`config.mk`:
```
export PLATFORM = sky130hd
export DESIGN_NAME = mcdecode
export DESIGN_NICKNAME = d
export VERILOG_FILES = /design/src/rtl/mcdecode.sv
export SDC_FILE = /design/constraint.sdc
export NUM_CORES = 1
export LEC_CHECK = 0
export CORE_UTILIZATION = 42
export CTS_BUF_LIST = sky130_fd_sc_hd__clkbuf_8 sky130_fd_sc_hd__clkbuf_16
export DETAILED_ROUTE_END_ITERATION = 10
export PLACE_DENSITY = 0.79
export SYNTH_ARGS = -nofsm -noshare
export SYNTH_HDL_FRONTEND = slang
export SYNTH_SLANG_ARGS = --single-unit
```
`constraint.sdc`:
```
create_clock -name clk -period 2.2 [get_ports clk]
set_clock_uncertainty 0.1 [all_clocks]
set_input_delay 0.44 -clock clk [delete_from_list [all_inputs] [get_ports clk]]
set_output_delay 0.44 -clock clk [all_outputs]
set_load 0.02 [all_outputs]
```
`src/rtl/mcdecode.sv`:
```
// Multicycle main decoder for an ARM-like datapath.
// Sequences fetch/decode/execute and an optional iterative multiplier.
module mcdecode #(
  parameter int ALUCTL_W    = 3,
  parameter int MUL_EN      = 1,
  parameter int MUL_TIMEOUT = 64
) (
  input  logic                clk,
  input  logic                reset,
  input  logic [1:0]          Op,
  input  logic [5:0]          Funct,
  input  logic [3:0]          Rd,
  input  logic [3:0]          InstrLo,
  input  logic                MulDone,
  output logic                PCS,
  output logic                NextPC,
  output logic                RegW,
  output logic                MemW,
  output logic                IRWrite,
  output logic                AdrSrc,
  output logic                MulStart,
  output logic                Undef,
  output logic [1:0]          FlagW,
  output logic [1:0]          ResultSrc,
  output logic [1:0]          ALUSrcA,
  output logic [1:0]          ALUSrcB,
  output logic [1:0]          ImmSrc,
  output logic [1:0]          RegSrc,
  output logic [ALUCTL_W-1:0] ALUControl,
  output logic [3:0]          State
);

  localparam logic [3:0] S_FETCH    = 4'd0;
  localparam logic [3:0] S_DECODE   = 4'd1;
  localparam logic [3:0] S_MEMADR   = 4'd2;
  localparam logic [3:0] S_MEMREAD  = 4'd3;
  localparam logic [3:0] S_MEMWB    = 4'd4;
  localparam logic [3:0] S_MEMWRITE = 4'd5;
  localparam logic [3:0] S_EXECR    = 4'd6;
  localparam logic [3:0] S_EXECI    = 4'd7;
  localparam logic [3:0] S_ALUWB    = 4'd8;
  localparam logic [3:0] S_BRANCH   = 4'd9;
  localparam logic [3:0] S_MULWAIT  = 4'd10;
  localparam logic [3:0] S_MULWB    = 4'd11;

  localparam int CNT_W = $clog2(MUL_TIMEOUT + 1);
  localparam logic [CNT_W-1:0] CNT_MAX = CNT_W'(MUL_TIMEOUT);

  logic [3:0]       state_q, state_d;
  logic [CNT_W-1:0] cnt_q, cnt_d;
  logic             inhib_q, inhib_d;

  logic       is_mul;
  logic       alu_ok;
  logic       is_cmp;
  logic       is_arith;
  logic [2:0] alu3;
  logic       alu_act;
  logic       branch;
  logic       mul_tmo;
  logic       undef_raw;
  logic       mstart_raw;
  logic       regw_raw;

  assign is_mul = (MUL_EN != 0) &&
                  (Op == 2'b00) &&
                  (Funct[5:4] == 2'b00) &&
                  (InstrLo == 4'b1001);

  // ALU operation decode from the command field
  always_comb begin
    alu3     = 3'b000;
    alu_ok   = 1'b1;
    is_cmp   = 1'b0;
    is_arith = 1'b0;
    case (Funct[4:1])
      4'b0100: begin
        alu3     = 3'b000;
        is_arith = 1'b1;
      end
      4'b0010: begin
        alu3     = 3'b001;
        is_arith = 1'b1;
      end
      4'b0000: alu3 = 3'b010;
      4'b1100: alu3 = 3'b011;
      4'b0001: alu3 = 3'b100;
      4'b1101: alu3 = 3'b101;
      4'b1010: begin
        alu3     = 3'b001;
        is_arith = 1'b1;
        is_cmp   = 1'b1;
      end
      default: alu_ok = 1'b0;
    endcase
  end

  assign mul_tmo = (cnt_q == CNT_MAX) && !MulDone;

  // Next-state, counter and writeback-inhibit update
  always_comb begin
    state_d = S_FETCH;
    cnt_d   = '0;
    inhib_d = inhib_q;
    case (state_q)
      S_FETCH:  state_d = S_DECODE;
      S_DECODE: begin
        unique case (1'b1)
          (Op == 2'b11): state_d = S_FETCH;
          (Op == 2'b01): state_d = S_MEMADR;
          (Op == 2'b10): state_d = S_BRANCH;
          is_mul:        state_d = S_MULWAIT;
          (Op == 2'b00 && Funct[5]):
                         state_d = S_EXECI;
          default:       state_d = S_EXECR;
        endcase
      end
      S_MEMADR:
        state_d = Funct[0] ? S_MEMREAD : S_MEMWRITE;
      S_MEMREAD:  state_d = S_MEMWB;
      S_MEMWB:    state_d = S_FETCH;
      S_MEMWRITE: state_d = S_FETCH;
      S_EXECR, S_EXECI: begin
        state_d = S_ALUWB;
        inhib_d = is_cmp || !alu_ok;
      end
      S_ALUWB:  state_d = S_FETCH;
      S_BRANCH: state_d = S_FETCH;
      S_MULWAIT: begin
        if (MulDone)
          state_d = S_MULWB;
        else if (mul_tmo)
          state_d = S_FETCH;
        else
          state_d = S_MULWAIT;
        if (cnt_q == CNT_MAX)
          cnt_d = cnt_q;
        else
          cnt_d = cnt_q + CNT_W'(1);
      end
      S_MULWB:  state_d = S_FETCH;
      default:  state_d = S_FETCH;
    endcase
  end

  // State registers with asynchronous abort on reset
  always_ff @(posedge clk or negedge reset) begin
    if (!reset) begin
      state_q <= S_FETCH;
      cnt_q   <= '0;
      inhib_q <= 1'b0;
    end else begin
      state_q <= state_d;
      cnt_q   <= cnt_d;
      inhib_q <= inhib_d;
    end
  end

  // Per-state control outputs; everything idles at zero
  always_comb begin
    NextPC     = 1'b0;
    regw_raw   = 1'b0;
    MemW       = 1'b0;
    IRWrite    = 1'b0;
    AdrSrc     = 1'b0;
    mstart_raw = 1'b0;
    undef_raw  = 1'b0;
    ResultSrc  = 2'b00;
    ALUSrcA    = 2'b00;
    ALUSrcB    = 2'b00;
    branch     = 1'b0;
    alu_act    = 1'b0;
    case (state_q)
      S_FETCH: begin
        IRWrite   = 1'b1;
        NextPC    = 1'b1;
        ALUSrcA   = 2'b01;
        ALUSrcB   = 2'b10;
        ResultSrc = 2'b10;
      end
      S_DECODE: begin
        ALUSrcA   = 2'b01;
        ALUSrcB   = 2'b10;
        ResultSrc = 2'b10;
        undef_raw = (Op == 2'b11);
      end
      S_MEMADR:  ALUSrcB = 2'b01;
      S_MEMREAD: AdrSrc  = 1'b1;
      S_MEMWB: begin
        ResultSrc = 2'b01;
        regw_raw  = 1'b1;
      end
      S_MEMWRITE: begin
        AdrSrc = 1'b1;
        MemW   = 1'b1;
      end
      S_EXECR: begin
        alu_act   = 1'b1;
        undef_raw = !alu_ok;
      end
      S_EXECI: begin
        ALUSrcB   = 2'b01;
        alu_act   = 1'b1;
        undef_raw = !alu_ok;
      end
      S_ALUWB:  regw_raw = !inhib_q;
      S_BRANCH: begin
        ALUSrcA   = 2'b10;
        ALUSrcB   = 2'b01;
        ResultSrc = 2'b10;
        branch    = 1'b1;
      end
      S_MULWAIT: begin
        mstart_raw = (cnt_q == '0);
        undef_raw  = mul_tmo;
      end
      S_MULWB: begin
        ResultSrc = 2'b11;
        regw_raw  = 1'b1;
      end
      default: ;
    endcase
  end

  // ALU control and flag enables, only while an ALU op executes
  always_comb begin
    ALUControl = '0;
    FlagW      = 2'b00;
    if (alu_act) begin
      ALUControl = ALUCTL_W'(alu3);
      FlagW[1]   = Funct[0];
      FlagW[0]   = Funct[0] && is_arith;
    end
  end

  assign RegW     = regw_raw && reset;
  assign MulStart = mstart_raw && reset;
  assign Undef    = undef_raw && reset;
  assign PCS      = ((Rd == 4'b1111) && RegW) || branch;
  assign ImmSrc   = Op;
  assign RegSrc   = {(Op == 2'b01), (Op == 2'b10)};
  assign State    = state_q;

endmodule
```
==> qor.csv <==
stage,metric,value,unit
floorplanning,io pins,46,
global_routing,number of global-route vias before repair,1267,
cells_and_area,most frequent cells in the layout,"buf_4, clkdlybuf4s50_1, nor2_1, dfrtp_1",
global_routing,gr ovfl total,0,
power,VDD IR max,729,uV
floorplanning,chip width,52.1,um
job,max-cap violation count,0,
critical_path,crit-path max FO,4,
sta,final setup fails,1,
drt,Via Count,1294,
sta,post-layout min period,2.44,ns
yosys,Synth Cell Area,1050,um^2
yosys,Syn Inst Count,128,
critical_path,CP Class,in -> out,
yosys,main combinational cell family by area after synthesis,simple AND/OR/NAND/NOR gates,
critical_path,Worst setup EP type,primary output,
yosys,"Seq/Total Area, Yosys",0.285,
yosys,Post-Synth Simple-Gate Area,0.340,
cells_and_area,share of layout cells above drive strength 1,0.348,
yosys,post-synthesis register bit count,12,
yosys,"EDFF count, synth",0,
critical_path,WP data arrival,1.90,ns
yosys,Compound-Gate Fraction of Synth Area,0.147,
critical_path,FF-to-FF Start,cnt_q[2],
critical_path,Reg2Reg Depth,5,
cts,post-CTS setup buffer count,0,
placed_design,Port-buffer cells,45,
cells_and_area,Inserted Diodes,0,
yosys,"FFs w/ async S/R, synth",1.00,
global_routing,largest net degree at the start of global routing,15,
floorplanning,initial core utilization,0.462,
drt,detailed-route wire length,3750,um
yosys,mux contribution to synthesized area,0.00951,
yosys,post-synthesis xor/xnor area fraction,0.0666,
cts,CTS sink count,12,
power,power after layout,1.54,mW
sta,final worst-path cycle share,1.11,
sta,Slew Limit Fails,0,
critical_path,Critical Path Slowest Stage Cell,clkdlybuf4s50_1,
global_routing,initial antenna violation count,0,
drt,routed length per instance,15.8,um
cts,CTS tree,yes,
sta,"Hold Vio Cnt, Final",0,
sta,fmax,0.410,GHz
cts,H-tree levels,1,
yosys,top-area cell type share of the netlist area,0.285,
drt,initial DRC count,27,
critical_path,FF-to-FF End,State[3],
yosys,Synth area leaders,"dfrtp_1, ha_1, xor2_1",
yosys,mean post-synth cell area,8.22,um^2
status,outcome,finished with violations,
worst_hold_path,HP Class,in -> async,
cells_and_area,Nets,236,
sta,worst-margin pin slew,0.420,ns
drt,Via density,5.44,
yosys,number of library cell types mapped by synthesis,39,
cts,insertion delay to the later sink of the worst-skew pair,0.25,ns
critical_path,Worst path max stage delay,0.52,ns
cts,CTS max path bufs,2,
yosys,"Top FF cell, synth",dfrtp_1,
yosys,syn nets,153,
status,violated checks,negative setup slack,
sta,Hold Slack,0.426,ns
sta,RSZ-0062 raised after global routing,true,
yosys,post-synth top area cell,dfrtp_1,
placed_design,GPL Wtd Cong,0.791,
floorplanning,core footprint,2280,um^2
critical_path,CP Cell Sequence,clkdlybuf4s50_1 > nand2_1 > o21ai_0 > o21bai_1 > a311oi_2 > buf_4,
yosys,Post-Synth Adder-Cell Area,0.0713,
drt,"antenna viol nets, final",0,
global_routing,first-pass GRT wire length,5440,um
drt,DRT Pass-1 Iters,4,
drt,DRC Markers,0,
placed_design,Detailed Place HPWL,2710,um
power,Pleak,0.953,nW
cells_and_area,"commonest non-fill, non-tap cell in the layout",buf_4,
yosys,YS warnings,0,
global_routing,GRT Total Usage,0.279,
power,Power Density,823,nW/um^2
floorplanning,Die Footprint,2710,um^2
floorplanning,Die H,52.1,um
critical_path,required time worst endpoint,1.66,ns
cts,clock tree root buffer cell,clkbuf_8,
sta,Slew Limit Headroom,0.717,
cells_and_area,Area Growth Syn to Fin,77.9,%
critical_path,Worst setup SP type,input port,
cts,clock-pin slew on the worst setup and hold paths,0.06,ns
floorplanning,standard-cell rows,17,
sta,min setup slack post-route,-0.241,ns
cts,CTS buffer count,3,
critical_path,R2R Setup Slk,0.58,ns
-- through the flow --
step / instances / instance area (um^2) / TNS (ns) / setup WS, ns / utilization
2_1_floorplan: 128 / 1070 / -0.0805 / -0.0805 / -
3_3_place_gp: 234 / 1810 / -3.73 / -0.534 / 0.795
3_5_place_dp: 234 / 1810 / -4.39 / -0.576 / 0.795
4_1_cts: 238 / 1820 / -0.224 / -0.224 / 0.800
5_1_grt: 238 / 1870 / -0.401 / -0.346 / 0.822
6_report: 238 / 1870 / -0.241 / -0.241 / 0.822
-- layout make-up --
cell class	instances	area [um^2]
clock buffers	4	55.1
fillers	153	404
inverters	10	37.5
multi-input cells	99	736
flip-flops and latches	12	300
well taps	28	35.0
repair buffers	85	708
-- critical path: cells and delay by family --
kind / cells / cell delay, ns
buffers and inverters: 2 / 0.70
AND/OR/NAND/NOR: 1 / 0.07
AO/OA/AOI/OAI: 3 / 0.70
-- worst max path at each step --
stage | startpoint | endpoint | cells past startpoint
floorplan | State[3] | Undef | 5
global placement | Funct[3] | Undef | 6
finish | Funct[1] | Undef | 6
CTS | cnt_q[5] | Undef | 5
global route | Funct[1] | Undef | 6
detailed placement | Funct[3] | Undef | 6
-- power breakdown --
| part | internal [mW] | total [mW] | switching [mW] |
|---|---|---|---|
| clock | 0.158 | 0.246 | 0.0878 |
| sequential | 0.260 | 0.289 | 0.0286 |
| combinational | 0.442 | 1.00 | 0.563 |
| total | 0.860 | 1.54 | 0.679 |
-- layer usage --
layer / up-vias / share of wire / GRT usage
met3: 18 / 0.046 / 0.0731
li1: 613 / - / -
met5: - / 0 / 0
met1: 609 / 0.39 / 0.290
met2: 54 / 0.52 / 0.509
met4: 0 / 0.044 / 0.140
-- state kept, by name (all words and copies together), names as in the netlist --
signal and count:
inhib_q 1, cnt_q 7, State 4
-- kinds of logic (layout without fill, tap and decap cells) --
group	count (synthesis)	in the layout
xor gates and xnor gates	8	8
and+or+nand+nor	59	59
buffers and inverters	17	99
AOI/OAI and AO/OA	25	25
adders and majority gates	6	6
muxes	1	1
DFF	12	12
-- repair_timing --
action | in CTS | in global routing
hold buffers | 0 | 0
resized for setup | 52 | 25
pin swaps | 1 | 3
cloned | 0 | 0
setup endpoints to repair | 22 | 17
-- cell usage after synthesis, types with 2 or more instances --
cell type  instances
dfrtp_1           12
ha_1               6
a21oi_1            6
nor4_1             6
o21ai_0            4
o31ai_1            2
nand3_1            8
o21ai_1            5
xor2_1             7
nand2_1            4
and3_1             3
nor3_1             5
inv_1             10
buf_4              5
nor2_1            14
nand2b_1           6
nand3_2            2
o21bai_1           2
No activity file was read; power rests on OpenSTA's default activity.
